`src/rtl/cpu_ctrl_pkg.sv`:
```
// ----------------------------------------------------------------------------
// cpu_ctrl_pkg
// Shared definitions for the CPU run controller slice.
//   run_state_t : controller state encoding (IDLE = 0, RUN = 1, HALTED = 2)
//   DEF_DIV_W   : default width of the free-run rate divider
//   DEF_CNT_W   : default width of the executed-step counter
// ----------------------------------------------------------------------------
package cpu_ctrl_pkg;

    typedef enum logic [1:0] {
        IDLE   = 2'd0,
        RUN    = 2'd1,
        HALTED = 2'd2
    } run_state_t;

    localparam int DEF_DIV_W = 24;
    localparam int DEF_CNT_W = 16;

endpackage

```
`src/rtl/tick_div.sv`:
```
// ----------------------------------------------------------------------------
// tick_div
// Free-run rate divider. Counts while enabled and raises a one-cycle tick
// when the count has reached the compare value; the count self-clears on
// the tick so the period is rate_div + 1 cycles.
// Ports:
//   clk      : system clock
//   reset_n  : synchronous active-low reset
//   clr      : clear the count (run start / run stop)
//   en       : count enable (controller is in RUN)
//   rate_div : compare value, sampled live every cycle
//   tick     : one-cycle tick, high while en and count >= rate_div
// ----------------------------------------------------------------------------
module tick_div
    import cpu_ctrl_pkg::*;
#(
    parameter int W = DEF_DIV_W
) (
    input  logic         clk,
    input  logic         reset_n,
    input  logic         clr,
    input  logic         en,
    input  logic [W-1:0] rate_div,
    output logic         tick
);

    logic [W-1:0] r_count;

    // Greater-or-equal rather than equality: if rate_div is lowered below
    // the current count, the divider fires at once instead of wrapping.
    assign tick = en && (r_count >= rate_div);

    always_ff @(posedge clk) begin
        if (!reset_n) begin
            r_count <= '0;
        end else if (clr || tick) begin
            r_count <= '0;
        end else if (en) begin
            r_count <= r_count + W'(1);
        end
    end

endmodule

```
`src/rtl/cpu_run_ctrl.sv`:
```
// ----------------------------------------------------------------------------
// cpu_run_ctrl
// Turns debounced button pulses into a registered CPU clock-enable.
// Modes: single-step from IDLE, periodic free-run in RUN, and a sticky
// HALTED state entered whenever the CPU reports halt.
// Ports:
//   clk        : system clock, single domain
//   reset_n    : synchronous active-low reset
//   step_pulse : one-cycle request for a single step (IDLE only)
//   run_pulse  : one-cycle toggle between IDLE and RUN
//   rate_div   : free-run period minus one, in clk cycles
//   cpu_halt   : CPU has executed halt (level)
//   cpu_en     : registered one-cycle CPU clock-enable
//   running    : high while in RUN
//   halted     : high while in HALTED
//   step_count : number of cpu_en pulses issued since reset, wrapping
// All outputs are registers; no input reaches an output combinationally.
// ----------------------------------------------------------------------------
module cpu_run_ctrl
    import cpu_ctrl_pkg::*;
#(
    parameter int DIV_W = DEF_DIV_W,
    parameter int CNT_W = DEF_CNT_W
) (
    input  logic             clk,
    input  logic             reset_n,
    input  logic             step_pulse,
    input  logic             run_pulse,
    input  logic [DIV_W-1:0] rate_div,
    input  logic             cpu_halt,
    output logic             cpu_en,
    output logic             running,
    output logic             halted,
    output logic [CNT_W-1:0] step_count
);

    run_state_t       r_state;
    run_state_t       w_stateNext;
    logic             w_cpuEnNext;
    logic             r_cpuEn;
    logic             r_running;
    logic             r_halted;
    logic [CNT_W-1:0] r_stepCount;
    logic             w_divClr;
    logic             w_divEn;
    logic             w_tick;

    assign w_divEn = (r_state == RUN);

    tick_div #(
        .W (DIV_W)
    ) u_tick_div (
        .clk      (clk),
        .reset_n  (reset_n),
        .clr      (w_divClr),
        .en       (w_divEn),
        .rate_div (rate_div),
        .tick     (w_tick)
    );

    // Next-state and next-enable decode. Halt is checked first in every
    // state so it wins over any simultaneous button pulse; run beats step
    // in IDLE, and a run toggle never issues a pulse in its own cycle.
    always_comb begin
        w_stateNext = r_state;
        w_cpuEnNext = 1'b0;
        w_divClr    = 1'b0;
        case (r_state)
            IDLE: begin
                if (cpu_halt) begin
                    w_stateNext = HALTED;
                end else if (run_pulse) begin
                    w_stateNext = RUN;
                    w_divClr    = 1'b1;
                end else if (step_pulse) begin
                    w_cpuEnNext = 1'b1;
                end
            end
            RUN: begin
                if (cpu_halt) begin
                    w_stateNext = HALTED;
                end else if (run_pulse) begin
                    w_stateNext = IDLE;
                    w_divClr    = 1'b1;
                end else begin
                    w_cpuEnNext = w_tick;
                end
            end
            HALTED: begin
                w_stateNext = HALTED;
            end
            default: begin
                w_stateNext = IDLE;
            end
        endcase
    end

    // State, enable and status registers. The status flags are loaded from
    // the next-state decode so they line up with the state register itself.
    // The step counter follows cpu_en by one cycle and wraps naturally.
    always_ff @(posedge clk) begin
        if (!reset_n) begin
            r_state     <= IDLE;
            r_cpuEn     <= 1'b0;
            r_running   <= 1'b0;
            r_halted    <= 1'b0;
            r_stepCount <= '0;
        end else begin
            r_state   <= w_stateNext;
            r_cpuEn   <= w_cpuEnNext;
            r_running <= (w_stateNext == RUN);
            r_halted  <= (w_stateNext == HALTED);
            if (r_cpuEn) begin
                r_stepCount <= r_stepCount + CNT_W'(1);
            end
        end
    end

    assign cpu_en     = r_cpuEn;
    assign running    = r_running;
    assign halted     = r_halted;
    assign step_count = r_stepCount;

endmodule

```
`config.mk`:
```
export PLATFORM = sky130hd
export DESIGN_NAME = cpu_run_ctrl
export DESIGN_NICKNAME = d
export VERILOG_FILES = /design/src/rtl/cpu_ctrl_pkg.sv /design/src/rtl/tick_div.sv /design/src/rtl/cpu_run_ctrl.sv
export SDC_FILE = /design/constraint.sdc
export NUM_CORES = 1
export LEC_CHECK = 0
export BUFFER_PORTS_ARGS = -buffer_cell sky130_fd_sc_hd__buf_4
export CORE_UTILIZATION = 55
export DETAILED_ROUTE_END_ITERATION = 8
export PLACE_DENSITY = 0.89
export SYNTH_ARGS = -nofsm -noshare
export SYNTH_HDL_FRONTEND = slang
export SYNTH_SLANG_ARGS = --single-unit
```
`constraint.sdc`:
```
create_clock -name clk -period 2.9 [get_ports clk]
set_clock_uncertainty 0.2 [all_clocks]
set_input_delay 0 -clock clk [delete_from_list [all_inputs] [get_ports clk]]
set_output_delay 0 -clock clk [all_outputs]
set_load 0.05 [all_outputs]
```
Yosys cells after proc, flatten, opt, wreduce, memory -nomap -nowiden
Index checks and enable logic that the tools add are counted.
Widths: inputs -> output; s select.

storage, ports and cells
  flip-flop bits (word level) = 45
  word-level logic and storage cells = 33

operators by class
  reduce and logical (&&, ||, !) cells = 5
  mux-type cells = 14
  $lt $le $gt $ge = 1
  $add $sub $neg = 2
  eq/ne operators = 4
  bitwise logic cells = 1

operators with widths
  cell                   count
  $add 24x1->24 const B  1
  $ge 24x24->1           1
  $add 16x1->16 const B  1
  $mux 1                 8
  $mux 2                 4
  $pmux 2 s3             1
  $eq 2x1->1 const B     2
  $eq 2x2->1 const B     2
  $reduce_or 2->1        2
  $logic_not 2->1        1
  $pmux 1 s2             1
  $logic_and 1x1->1      1
  $logic_or 1x1->1       1
  $not 1->1              1

Depth between registers and ports, before layout
  depth after elaboration = 5
  mapped depth = 9

Hierarchy
A second synthesis with hierarchy kept.

unflattened totals
  cell total of the unflattened synthesis = 300
  area, all modules = 2,687.6 um^2

by module, submodules not included
  module        times used  cells an instance  seq. area each (um^2)  area each (um^2)
  tick_div      1           203                480.5                  1,798.0
  cpu_run_ctrl  1           97                 400.4                  889.6

Least setup slack after synthesis
Ideal clock, no wire load.

  kind = reg-to-reg
  start point = register r_stepCount[0], in the netlist step_count[0]
  end point = register r_stepCount[12], in the netlist step_count[12]
  period minus slack after synthesis = 2,343 ps
  stages on the path, launching flop included = 9
  setup time = 115 ps
  buffers on the path = 1
  slack = 557 ps
  data arrival time = 2,028 ps
  data required time = 2,585 ps
  path through = dfxtp_1 -> ha_1 -> nand4_1 -> or2_2 -> clkbuf_1 -> nor2_1 -> nand2_1 -> xnor2_1 -> and2_1

on the way
  longest elaborated chain between the ends = 1

RTL lines
  item                      line                 RTL
  start: declaration        cpu_run_ctrl.sv:43   logic [CNT_W-1:0] r_stepCount;
  start signal: assignment  cpu_run_ctrl.sv:114  r_stepCount <= r_stepCount + CNT_W'(1);
  $add 16x1->16             cpu_run_ctrl.sv:114

Every way passes these cells.
A chain may end at the register's enable or synchronous reset.

Worst setup path in the final report
  start point = register u_tick_div.r_count[17]
  end point = register u_tick_div.r_count[18]

on the way
  longest elaborated chain between the ends = 4
  elaborated cells on any way between the ends = 5
  classes of those cells = 1 x add/sub; 1 x order compare; 3 x reduce/logical

RTL lines
  item                              line            RTL
  start: declaration                tick_div.sv:27  logic [W-1:0] r_count;
  start signal: assignment          tick_div.sv:39  r_count <= r_count + W'(1);
  $ge 24x24->1                      tick_div.sv:31  assign tick = en && (r_count >= rate_div);
  $logic_and 1x1->1                 tick_div.sv:31
  $logic_or 1x1->1                  tick_div.sv:36  end else if (clr || tick) begin
  $reduce_or 2->1 (no source line)  -

Parallel ways exist; a longest one is shown, timed or not.

==> metrics.cfg <==
[status]
outcome=completed

[run]
maxCapViolCount=0

[critical_path]
crit_type=register to register
path_max_fanout=19
critical_path_required_ns=2.88
slowest_delay_ns=0.48
crit_arrival_ns=2.55
crit_slowest_cell=or4b_4
start_kind=register
worstPathCellList=ha_1 -> and4_1 -> or4b_4 -> a311oi_2 -> a211oi_2 -> o21ai_2 -> buf_4 -> nor2_1
worstSetupEndpointType=register

[timing]
tns_ns=0
rsz0062_at_grt=no
period_share_pct=88.67
slew_viol_final=0
relSlewSlack_pct=61.55
final_hold_viol_count=0
tightest_slew_ns=0.5716
fmax_mhz=388.9
setup_ws_ns=0.3287
min_period_ns=2.571
finalSetupViolCount=0

[cts]
cts_resized=0
insertion_delay_ns=0.29
clockBufferDepth=2
numCtsBuffers=5
clk_transition_reported_paths_ns=0.08
cts_tree=yes
clock-sinks=44
cts.htree.levels=2
cts-root-buf=clkbuf_8

[routing]
remaining_drc_errors=0
viasPerCell=5.400
totalWireLength_um=5363
drtIter0Drc=99
vias=2198
antenna_left=0
drt_first_pass_iters=4
wl_per_cell_um=13.18

[cells_and_area]
multiInputGateArea_um2=1520
seq_area_um2=880.8
drive_gt1_share_pct=18.03
fill_cells=353
syn2layout_area_growth_pct=20.85
n_antenna_cell=0
final_net_count=409

[floorplanning]
num_rows=24
dieArea_um2=4904
coreArea_um2=4414
die-width_um=70.03
start_util_pct=57.65
io_pins=48
die_h_um=70.03

[synthesis]
yosys.area.top_type=dfxtp_1
yosysUniqueCellTypes=40
synth-edff-count=0
synth_flop_cell=dfxtp_1
synth_area_um2=2545
async_reset_ff_share_pct=0
yosysWarnings=0
netlist_top_cells_area=dfxtp_1 35%, ha_1 13%, xnor2_1 7.6%
synth_common_cells=44 x dfxtp_1, 33 x nor2_1, 28 x inv_1
synthCells=300
syn_avg_cell_area_um2=8.483
synth.most_common_cell=dfxtp_1
syn_nets=355
synth_seq_cells=44
yosysSeqAreaShare_pct=34.61
yosys.area.top_type_share_pct=34.61

[grt]
grt_usage_pct=23.24
grt_first_pass_wirelength_um=9218
grt_pass1_vias=2146
antenna_found_initial=0
grt_start_max_net_pins=20
overflow=0

[placed_design]
portBuffers=47
dpl_worst_slack_ns=0.3432
routabilityCongestion=0.7982
dp_hpwl_um=4047

[pwr]
p_leak_uw=0.001399
peakVddDrop_uv=298.3
pwr_density_cell_nw_per_um2=361.7

[min_path]
hold_class=input port to register

## placed cells by master, fill, tap and decap left out, types with 2 or more instances in the layout
cell | synthesis | routed
and4_1 | 3 | 3
buf_4 | 0 | 48
xnor2_1 | 22 | 22
xor2_1 | 12 | 12
dfxtp_1 | 44 | 44
or3_1 | 3 | 3
clkbuf_8 | 0 | 6
dlygate4sd3_1 | 0 | 5
ha_1 | 26 | 26
a21oi_1 | 10 | 10
a21boi_0 | 3 | 3
a31oi_1 | 2 | 2
and3_1 | 9 | 9
nand2b_1 | 2 | 2
a21o_1 | 3 | 3
nor2_1 | 33 | 33
nand4_1 | 10 | 10
nor3_1 | 2 | 2
and2_1 | 14 | 14
nand2_1 | 25 | 25
o21ai_0 | 7 | 7
nand3_1 | 18 | 18
mux2i_1 | 2 | 2
inv_1 | 28 | 28
## kinds of logic after synthesis
| family | Yosys count | synth area share (%) |
|---|---|---|
| AND/OR/NAND/NOR | 129 | 26.35 |
| flip-flops | 44 | 34.61 |
| adder cells (fa/ha/maj) | 26 | 12.78 |
| XOR/XNOR | 34 | 11.70 |
| AO/OA/AOI/OAI | 31 | 8.112 |
| buffers and inverters | 34 | 5.654 |
| multiplexers | 2 | 0.7867 |
## worst max-delay path, delay by kind of cell (launching register included)
family,cells,cell delay (ns)
and+or+nand+nor,3,0.78
DFF,1,0.35
AOI/OAI and AO/OA,3,0.56
buffers and inverters,1,0.27
adders and majority gates,1,0.31
## timing repair
item | in CTS | in global routing
setup buffers | 0 | 0
endpoints found under the setup margin | 0 | 0
endpoints found under the hold margin | 24 | 0
hold buffers | 5 | 0
## metrics by stage
step                      cells  hold WS (ns)  util (%)  instance area [µm²]  power, µW
after floorplan             300       -0.1233         -                 2545      680.9
after global placement      394     -0.003695     66.41                 2932      720.0
after detailed placement    394     -0.002350     66.41                 2932      723.1
after CTS                   407        0.1634     69.67                 3075       1121
after global routing        407        0.2090     69.67                 3075       1169
final                       407        0.1776     69.67                 3075       1112
## area by class of cell
| class | instances | area share, % |
|---|---|---|
| Clock buffer | 7 | 2.807 |
| Tap cell | 52 | 2.116 |
| Multi-Input combinational cell | 222 | 49.43 |
| Sequential cell | 44 | 28.64 |
| Timing Repair Buffer | 53 | 13.34 |
| Clock inverter | 1 | 0.2441 |
| Inverter | 28 | 3.417 |
## path summary, 6_finish.rpt
| check | cells after the start | start | endpoint | slack, ns |
|---|---|---|---|---|
| max | 8 | u_tick_div.r_count[17] | u_tick_div.r_count[18] | 0.33 |
| min | 7 | rate_div[19] | u_tick_div.r_count[23] | 0.18 |
| max reg2reg | 8 | u_tick_div.r_count[17] | u_tick_div.r_count[18] | 0.33 |
| min reg2reg | 2 | u_tick_div.r_count[0] | u_tick_div.r_count[0] | 0.30 |
## per-layer routing
metal | share of wire (%) | track usage [%]
met4 | 2.3 | 9.333
met1 | 45 | 27.97
met2 | 49 | 40.38
met5 | 0 | 0
met3 | 3.9 | 4.618
## power breakdown
part           switching (µW)  total [µW]  internal (µW)
sequential               4.94         612            607
combinational            50.2         102           51.9
clock                     204         398            194
total                     260        1110            853
## sequential cells by signal, summed over array words and instances (netlist names)
register,flops
u_tick_div.r_count,24
r_state,2
cpu_en,1
running,1
step_count,16
No activity file was read; power rests on OpenSTA's default activity.
